File: src/rtl/imm_encoder_if.sv
// -----------------------------------------------------------------------------
// imm_encoder_if
// Request/response bundle for the immediate encoder.
//   Request side : in_valid, in_ready, imm_sel[2:0], imm[WIDTH-1:0],
//                  base_instr[WIDTH-1:0]
//   Response side: out_valid, out_ready, instr[WIDTH-1:0], range_err,
//                  err_count[7:0]
// Modports:
//   master - the agent that issues requests and consumes results
//   slave  - the encoder itself
// -----------------------------------------------------------------------------
interface imm_encoder_if #(
  parameter int WIDTH = 32
) ();
  logic             in_valid;
  logic             in_ready;
  logic [2:0]       imm_sel;
  logic [WIDTH-1:0] imm;
  logic [WIDTH-1:0] base_instr;
  logic             out_valid;
  logic             out_ready;
  logic [WIDTH-1:0] instr;
  logic             range_err;
  logic [7:0]       err_count;

  modport master (
    output in_valid, imm_sel, imm, base_instr, out_ready,
    input  in_ready, out_valid, instr, range_err, err_count
  );

  modport slave (
    input  in_valid, imm_sel, imm, base_instr, out_ready,
    output in_ready, out_valid, instr, range_err, err_count
  );
endinterface

File: src/rtl/imm_encoder.sv
// -----------------------------------------------------------------------------
// imm_encoder
// Two-stage pipeline that merges a signed immediate into a RISC-V style base
// instruction for the I, S, SB, U and UJ formats. Immediate bit positions of
// base_instr are overwritten; every other bit passes through unchanged.
//
// Ports:
//   clk  - single clock, rising edge
//   rst  - asynchronous, active-high reset
//   bus  - imm_encoder_if.slave (valid/ready request in, valid/ready result
//          out, range_err flag and saturating err_count)
//
// Configuration:
//   IMM_ENCODER_RANGE_CHECK_EN - when defined, immediates that do not fit the
//   selected format (and unsupported imm_sel codes) raise range_err and are
//   counted in err_count. When undefined both outputs are tied to 0; encoding
//   and timing are identical.
//
// Only WIDTH = 32 is supported; the format bit positions are fixed.
// -----------------------------------------------------------------------------
module imm_encoder #(
  parameter int WIDTH = 32
) (
  input  logic         clk,
  input  logic         rst,
  imm_encoder_if.slave bus
);

  localparam logic [2:0] SEL_I  = 3'b000;
  localparam logic [2:0] SEL_S  = 3'b001;
  localparam logic [2:0] SEL_SB = 3'b010;
  localparam logic [2:0] SEL_U  = 3'b011;
  localparam logic [2:0] SEL_UJ = 3'b100;

  // Overlay the immediate onto base; on overflow the high bits are simply
  // dropped. Unknown selectors return base untouched.
  function automatic logic [WIDTH-1:0] encode_imm(
    input logic [2:0]              sel,
    input logic signed [WIDTH-1:0] imm,
    input logic [WIDTH-1:0]        base
  );
    logic [WIDTH-1:0] enc;
    enc = base;
    case (sel)
      SEL_I:   enc = {imm[11:0], base[19:0]};
      SEL_S:   enc = {imm[11:5], base[24:12], imm[4:0], base[6:0]};
      SEL_SB:  enc = {imm[12], imm[10:5], base[24:12], imm[4:1], imm[11], base[6:0]};
      SEL_U:   enc = {imm[31:12], base[11:0]};
      SEL_UJ:  enc = {imm[20], imm[10:1], imm[11], imm[19:12], base[11:0]};
      default: enc = base;
    endcase
    return enc;
  endfunction

`ifdef IMM_ENCODER_RANGE_CHECK_EN
  // A value fits an N-bit signed field when all bits above the field's sign
  // bit replicate it, i.e. the upper slice is all zeros or all ones.
  function automatic logic range_fail(
    input logic [2:0]              sel,
    input logic signed [WIDTH-1:0] imm
  );
    logic fail;
    fail = 1'b1;
    case (sel)
      SEL_I, SEL_S: fail = !((&imm[31:11]) || !(|imm[31:11]));
      SEL_SB:       fail = !((&imm[31:12]) || !(|imm[31:12])) || imm[0];
      SEL_U:        fail = |imm[11:0];
      SEL_UJ:       fail = !((&imm[31:20]) || !(|imm[31:20])) || imm[0];
      default:      fail = 1'b1;
    endcase
    return fail;
  endfunction

  function automatic logic [7:0] sat_inc8(input logic [7:0] cnt);
    return (cnt == 8'hFF) ? cnt : cnt + 8'd1;
  endfunction
`endif

  logic                    r_vld_p1;
  logic [2:0]              r_sel_p1;
  logic signed [WIDTH-1:0] r_imm_p1;
  logic [WIDTH-1:0]        r_base_p1;
  logic                    r_vld_p2;
  logic [WIDTH-1:0]        r_instr_p2;

  logic                    w_in_ready;
  logic                    w_in_xfer;
  logic                    w_adv_p1;
  logic [WIDTH-1:0]        w_instr_p1;

  // S2 can take a new word when it is empty or being drained this cycle.
  // Input is refused only when both stages are full and the output stalls.
  assign w_adv_p1   = !r_vld_p2 || bus.out_ready;
  assign w_in_ready = !(r_vld_p1 && r_vld_p2 && !bus.out_ready);
  assign w_in_xfer  = bus.in_valid && w_in_ready;
  assign w_instr_p1 = encode_imm(r_sel_p1, r_imm_p1, r_base_p1);

  // ---- Stage 1: capture request ----
  always_ff @(posedge clk) begin
    if (w_in_xfer) begin
      r_sel_p1  <= bus.imm_sel;
      r_imm_p1  <= bus.imm;
      r_base_p1 <= bus.base_instr;
    end
  end

  // ---- Stage 2: encoded result ----
  // instr is reset too so no stale word is ever visible after reset.
  always_ff @(posedge clk or posedge rst) begin
    if (rst) begin
      r_vld_p1   <= 1'b0;
      r_vld_p2   <= 1'b0;
      r_instr_p2 <= '0;
    end else begin
      // S1 is either empty or moving on whenever input is ready.
      if (w_in_ready) begin
        r_vld_p1 <= bus.in_valid;
      end
      if (w_adv_p1) begin
        r_vld_p2 <= r_vld_p1;
        if (r_vld_p1) begin
          r_instr_p2 <= w_instr_p1;
        end
      end
    end
  end

`ifdef IMM_ENCODER_RANGE_CHECK_EN
  logic       r_err_p2;
  logic [7:0] r_err_cnt;
  logic       w_err_p1;
  logic       w_out_xfer;

  assign w_err_p1   = range_fail(r_sel_p1, r_imm_p1);
  assign w_out_xfer = r_vld_p2 && bus.out_ready;

  always_ff @(posedge clk or posedge rst) begin
    if (rst) begin
      r_err_p2  <= 1'b0;
      r_err_cnt <= 8'd0;
    end else begin
      if (w_adv_p1 && r_vld_p1) begin
        r_err_p2 <= w_err_p1;
      end
      if (w_out_xfer && r_err_p2) begin
        r_err_cnt <= sat_inc8(r_err_cnt);
      end
    end
  end

  assign bus.range_err = r_err_p2;
  assign bus.err_count = r_err_cnt;
`else
  assign bus.range_err = 1'b0;
  assign bus.err_count = 8'd0;
`endif

  assign bus.in_ready  = w_in_ready;
  assign bus.out_valid = r_vld_p2;
  assign bus.instr     = r_instr_p2;

endmodule

File: src/flat_wrapper.sv
// flat-port wrapper written by rule: the top's interface ports become plain ports
module imm_encoder_flat 
#(
  parameter int WIDTH = 32
)
  (clk, rst, bus_in_valid, bus_imm_sel, bus_imm, bus_base_instr, bus_out_ready, bus_in_ready, bus_out_valid, bus_instr, bus_range_err, bus_err_count);
  imm_encoder_if #(.WIDTH(WIDTH)) bus_i ();
  input  logic clk;
  input  logic rst;
  input wire logic [$bits(bus_i.in_valid)-1:0] bus_in_valid;
  input wire logic [$bits(bus_i.imm_sel)-1:0] bus_imm_sel;
  input wire logic [$bits(bus_i.imm)-1:0] bus_imm;
  input wire logic [$bits(bus_i.base_instr)-1:0] bus_base_instr;
  input wire logic [$bits(bus_i.out_ready)-1:0] bus_out_ready;
  output wire logic [$bits(bus_i.in_ready)-1:0] bus_in_ready;
  output wire logic [$bits(bus_i.out_valid)-1:0] bus_out_valid;
  output wire logic [$bits(bus_i.instr)-1:0] bus_instr;
  output wire logic [$bits(bus_i.range_err)-1:0] bus_range_err;
  output wire logic [$bits(bus_i.err_count)-1:0] bus_err_count;
  assign bus_i.in_valid = bus_in_valid;
  assign bus_i.imm_sel = bus_imm_sel;
  assign bus_i.imm = bus_imm;
  assign bus_i.base_instr = bus_base_instr;
  assign bus_i.out_ready = bus_out_ready;
  assign bus_in_ready = bus_i.in_ready;
  assign bus_out_valid = bus_i.out_valid;
  assign bus_instr = bus_i.instr;
  assign bus_range_err = bus_i.range_err;
  assign bus_err_count = bus_i.err_count;
  imm_encoder #(.WIDTH(WIDTH)) u_core (.clk(clk), .rst(rst), .bus(bus_i));
endmodule
File: config.mk
export PLATFORM = sky130hd
export DESIGN_NAME = imm_encoder_flat
export DESIGN_NICKNAME = d
export VERILOG_FILES = /design/src/rtl/imm_encoder_if.sv /design/src/rtl/imm_encoder.sv /design/src/flat_wrapper.sv
export SDC_FILE = /design/constraint.sdc
export NUM_CORES = 1
export LEC_CHECK = 0
export CORE_MARGIN = 4
export CORE_UTILIZATION = 47
export DETAILED_ROUTE_END_ITERATION = 8
export PLACE_DENSITY = 0.79
export SYNTH_ARGS = -nofsm -noshare
export SYNTH_HDL_FRONTEND = slang
export SYNTH_SLANG_ARGS = --single-unit
File: constraint.sdc
create_clock -name clk -period 2.72 [get_ports clk]
set_input_delay 0.544 -clock clk [delete_from_list [all_inputs] [get_ports clk]]
set_output_delay 0.544 -clock clk [all_outputs]
set_load 0.005 [all_outputs]
# --- After elaboration in Yosys (flattened, before gate mapping) ---
# Cells that the tools add are included.
op_classes:
  reduce_logical: 9
  mux: 1
  eq_ne: 4
op_table:
  columns: ["cell", "n"]
  rows:
  - ["$pmux W32 S5", 1]
  - ["$eq A3 B2 Y1 const B", 2]
  - ["$eq A3 B1 Y1 const B", 1]
  - ["$eq A3 B3 Y1 const B", 1]
  - ["$logic_and A1 B1 Y1", 3]
  - ["$logic_not A1 Y1", 3]
  - ["$logic_not A3 Y1", 1]
  - ["$reduce_and A2 Y1", 1]
  - ["$logic_or A1 B1 Y1", 1]
totals:
  wordCells: 20
  input_bits: 71
  reg_bits: 101
  output_inout_bits: 43

# --- Longest topological paths before layout ---
logic_depth:
  ltp_word: 4
  depth_mapped: 6
  mapped_depth_nobuf: 4

# --- Worst setup path before layout ---
# No wires, ideal clock.
synth_timing:
  kind: "input -> register"
  from: "input bus_out_ready"
  to: "register u_core.r_base_p1[0], enable pin"
  slack_ns: -0.004
  required_ns: 2.287
  n_path_buf: 0
  cell_stages: 2
  arrival_ns: 2.292
  setup_time_ns: 0.433
  cell_sequence: "nand3b_1 -> and2_1"
synth_between:
  elab_chain_cells: 4
synth_lines:
  columns: ["element", "line_no", "text"]
  rows:
  - ["from (decl)", "flat_wrapper.sv:14", "input wire logic [$bits(bus_i.out_ready)-1:0] bus_out_ready;"]
  - ["$logic_not A1 Y1", "imm_encoder.sv:94", "assign w_in_ready = !(r_vld_p1 && r_vld_p2 && !bus.out_ready);"]
  - ["$logic_and A1 B1 Y1", "imm_encoder.sv:94", null]
  - ["$logic_not A1 Y1", "imm_encoder.sv:94", null]
  - ["$logic_and A1 B1 Y1", "imm_encoder.sv:95", "assign w_in_xfer = bus.in_valid && w_in_ready;"]
  - ["net u_core.w_in_xfer", "imm_encoder.sv:87", "logic w_in_xfer;"]
  - ["to (signal assigned)", "imm_encoder.sv:103", "r_base_p1 <= bus.base_instr;"]
  - ["to (decl)", "imm_encoder.sv:82", "logic [WIDTH-1:0] r_base_p1;"]
# The timed path passes the listed nets, and every way through them passes these cells.
# A chain may end at the register's enable or synchronous reset.

# --- Worst setup path after layout ---
layout_timing:
  from: "input bus_out_ready"
  to: "output bus_in_ready"
layout_between:
  elab_chain_cells: 3
layout_lines:
  columns: ["element", "line_no", "text"]
  rows:
  - ["$logic_not A1 Y1", "imm_encoder.sv:94", null]
  - ["$logic_and A1 B1 Y1", "imm_encoder.sv:94", null]
  - ["$logic_not A1 Y1", "imm_encoder.sv:94", null]
  - ["to (decl)", "flat_wrapper.sv:15", "output wire logic [$bits(bus_i.in_ready)-1:0] bus_in_ready;"]
# Every way passes these cells.

==> summary.md <==
| Metric | Value |
|---|---|
| Status | finished, final reports clean |
| CTS Buffer Depth | 2 |
| Via count | 2,434 |
| Max IR drop VDD | 0.3467 mV |
| Die area | 0.009857 mm² |
| Hold_buf cts | 0 |
| Cell class contributing the biggest share of worst-path delay | buffers and inverters |
| Worst r2r path cells | 4 |
| Buffers & Inverters on Critical Path | 2 |
| # diodes | 0 |
| Final Hold Violating Endpoints | 0 |
| YS warnings | 0 |
| Synth async-reset ratio | 0.3366 |
| Worst-Margin Slew | 0.9906 ns |
| Multi-input gate area | 933.4 µm² |
| HP Class | flip-flop to flip-flop |
| Post-CTS setup buffer count | 0 |
| Die H | 99.28 µm |
| Routed len/inst | 16.05 µm |
| Worst hold path cell count | 2 |
| TritonCTS clock tree | done |
| Layout filler cell count | 605 |
| Clock Latency Late Sink | 0.35 ns |
| Setup TNS | 0 ns |
| Post_cts resized | 0 |
| EDFF count, synth | 67 |
| Overall routing resource usage | 0.1630 |
| Static leakage | 0.002010 µW |
| PwrDens | 650.7 mW/mm² |
| Hold Path Sink | u_core.bus.instr[0]$_DFFE_PP0P_ |
| Drt drc | 0 |
| Largest net degree at the start of global routing | 51 |
| Total grt overflow | 0 |
| Post-route clock period utilization | 0.8187 |
| Critical path arrival | 1.68 ns |
| Wirelength, routed | 7.834 mm |
| CP Capture Type | output port |
| Core Area | 0.008175 mm² |
| Critical path peak fanout | 3 |
| DR iter-0 viols | 65 |
| FF+latch count, synth | 101 |
| Vias in the first global route | 2,636 |
| GP Congestion | 0.7140 |
| Sequential area share after synthesis | 0.7310 |
| Die width | 99.28 µm |
| Antenna-violating nets left | 0 |
| Synth Flop Type | edfxtp_1 |
| Fin crit period | 2.227 ns |
| Final-report max-slew violation count | 0 |
| RSZ-0062 raised after global routing | false |
| Vias per inst | 4.988 |
| Final setup vio count | 0 |
| Distinct cells, synth | 36 |
| Critical R2R Capture | u_core.bus.instr[24]$_DFFE_PP0P_ |
| H-Tree Depth | 3 |
| Clock root cell | clkbuf_8 |
| TritonCTS buffer count | 9 |
| Rows | 33 |
| Power Total | 3404 µW |
| First-pass DRT Iterations | 4 |
| Slew margin rel. | 0.3355 |
| CP dominant cell by count | clkdlybuf4s50_1 |
| Initial antenna violation count | 0 |
| Dpl cells | 472 |
| Top Ports | 114 |
| Fin cells | 488 |
| Worst reg2reg startpoint | u_core.r_sel_p1[2]$_DFFE_PP_ |
| Slowest library cell on the worst path | clkdlybuf4s50_1 |
| Startpoint Class | input pin |
| Post-DP HPWL | 5.628 mm |
| Register area | 0.002863 mm² |
| Nets | 449 |
| Post-synthesis instance total | 271 |
| Worst setup path class | input pin to output port |
| Worst endpoint required time | 2.18 ns |
| Layout Utilization | 0.6399 |
| R2r setup slk | 0.84 ns |
| P&R area growth vs syn | 33.58% |
| Critical Path Stages | 3 |
| CP Cell Sequence | clkdlybuf4s50_1, nand3b_1, clkdlybuf4s50_1 |
| Number of port buffers | 104 |
| Max Clk Rate | 449.1 MHz |
| Share of cells above drive strength 1 | 0.1018 |
| Post-Syn Area | 0.003916 mm² |
| Worst Clk Skew | 0.01001 ns |
| Starting Density | 0.4790 |
| Syn avg cell area | 14.45 µm² |
| First-pass GRT wire length | 12.34 mm |
| Clk pin slew, worst setup/hold paths | 0.09 ns |
| Worst path max stage delay | 0.53 ns |
| MaxCap Viol Count | 0 |
| Clock sink count | 101 |
| Hold_sp | u_core.r_base_p1[0]$_DFFE_PP_ |
| Worst hold margin | 0.4455 ns |
kinds of logic after synthesis:
logic type,count (synthesis),synth area share
DFF,101,0.7310
and+or+nand+nor,67,0.07764
other,1,0.0009575
AOI/OAI and AO/OA,49,0.07413
buffers and inverters,24,0.03866
adders and majority gates,1,0.002875
muxes,27,0.07252
xor gates and xnor gates,1,0.002237
sequential cells by signal, summed over array words and instances, names as in the netlist:
register,flops
u_core.r_sel_p1,3
u_core.bus.out_valid,1
u_core.r_base_p1,32
u_core.bus.instr,32
u_core.r_vld_p1,1
u_core.r_imm_p1,32
cell usage in the layout (no fill, tap or decap), types with 2 or more instances in the layout:
| cell type | n |
|---|---|
| nand2_1 | 42 |
| o21ai_1 | 8 |
| dfrtp_1 | 34 |
| conb_1 | 9 |
| clkdlybuf4s50_1 | 104 |
| inv_6 | 2 |
| mux2_2 | 11 |
| clkinv_2 | 2 |
| clkbuf_8 | 9 |
| buf_4 | 5 |
| a21oi_1 | 11 |
| nor2_1 | 9 |
| edfxtp_1 | 67 |
| nor3_1 | 2 |
| o21ai_0 | 10 |
| mux2i_1 | 16 |
| nand2b_1 | 5 |
| clkinv_1 | 2 |
| o22ai_1 | 13 |
how the worst max path moves through the flow:
stage                             start                               end  slack (ns)
after floorplan           bus_out_ready     u_core.r_base_p1[0]$_DFFE_PP_        0.73
after global routing      bus_out_ready                      bus_in_ready        0.43
final                     bus_out_ready                      bus_in_ready        0.49
after CTS                 bus_out_ready                      bus_in_ready        0.48
after global placement    bus_out_ready                      bus_in_ready        0.49
after detailed placement  bus_out_ready  u_core.bus.instr[11]$_DFFE_PP0P_        0.47
per-stage QoR:
step / worst slack [ns] / instance area [µm²]
floorplan: 0.7298 / 3948
global placement: 0.4860 / 5034
detailed placement: 0.4706 / 5034
CTS: 0.4799 / 5231
global route: 0.4261 / 5231
finish: 0.4931 / 5231
cell usage after synthesis (2+ instances only):
cell type	n	share of area
dfrtp_1	34	0.22
nand2_1	42	0.040
buf_4	11	0.021
buf_6	2	0.0058
nand2b_1	5	0.0080
a21oi_1	11	0.014
mux2i_1	16	0.041
nor2_1	9	0.0086
clkbuf_1	5	0.0048
o21ai_1	8	0.010
o21ai_0	10	0.013
buf_2	4	0.0051
o22ai_1	13	0.021
edfxtp_1	67	0.51
nor3_1	2	0.0026
mux2_2	11	0.032
and2_1	2	0.0032
area by class of cell:
class                           count  area share
Sequential cell                   101      0.5472
Timing Repair Buffer              110      0.2100
Tap cell                          105     0.02511
Clock buffer                        9     0.02368
Clock inverter                      7     0.01411
Multi-Input combinational cell    154      0.1784
Inverter                            2    0.001435
power by group:
| part | internal, µW | total [µW] | switching [µW] |
|---|---|---|---|
| clock network | 430 | 937 | 506 |
| logic | 346 | 566 | 219 |
| registers | 1810 | 1900 | 89.4 |
| total | 2590 | 3400 | 815 |
layer usage:
layer,track usage,up-vias,wire length [µm]
met5,0,-,0
met4,0.05252,0,104
met3,0.05820,10,635
met2,0.2831,94,3935
met1,0.1884,1151,3158
li1,-,1179,-
tightest hold or removal path, cell delays in order (launching register included):
cell and delay [ns]:
edfxtp_1 0.33, nand2_1 0.04, nand2_1 0.05
Power figures use the tool's default switching activity.
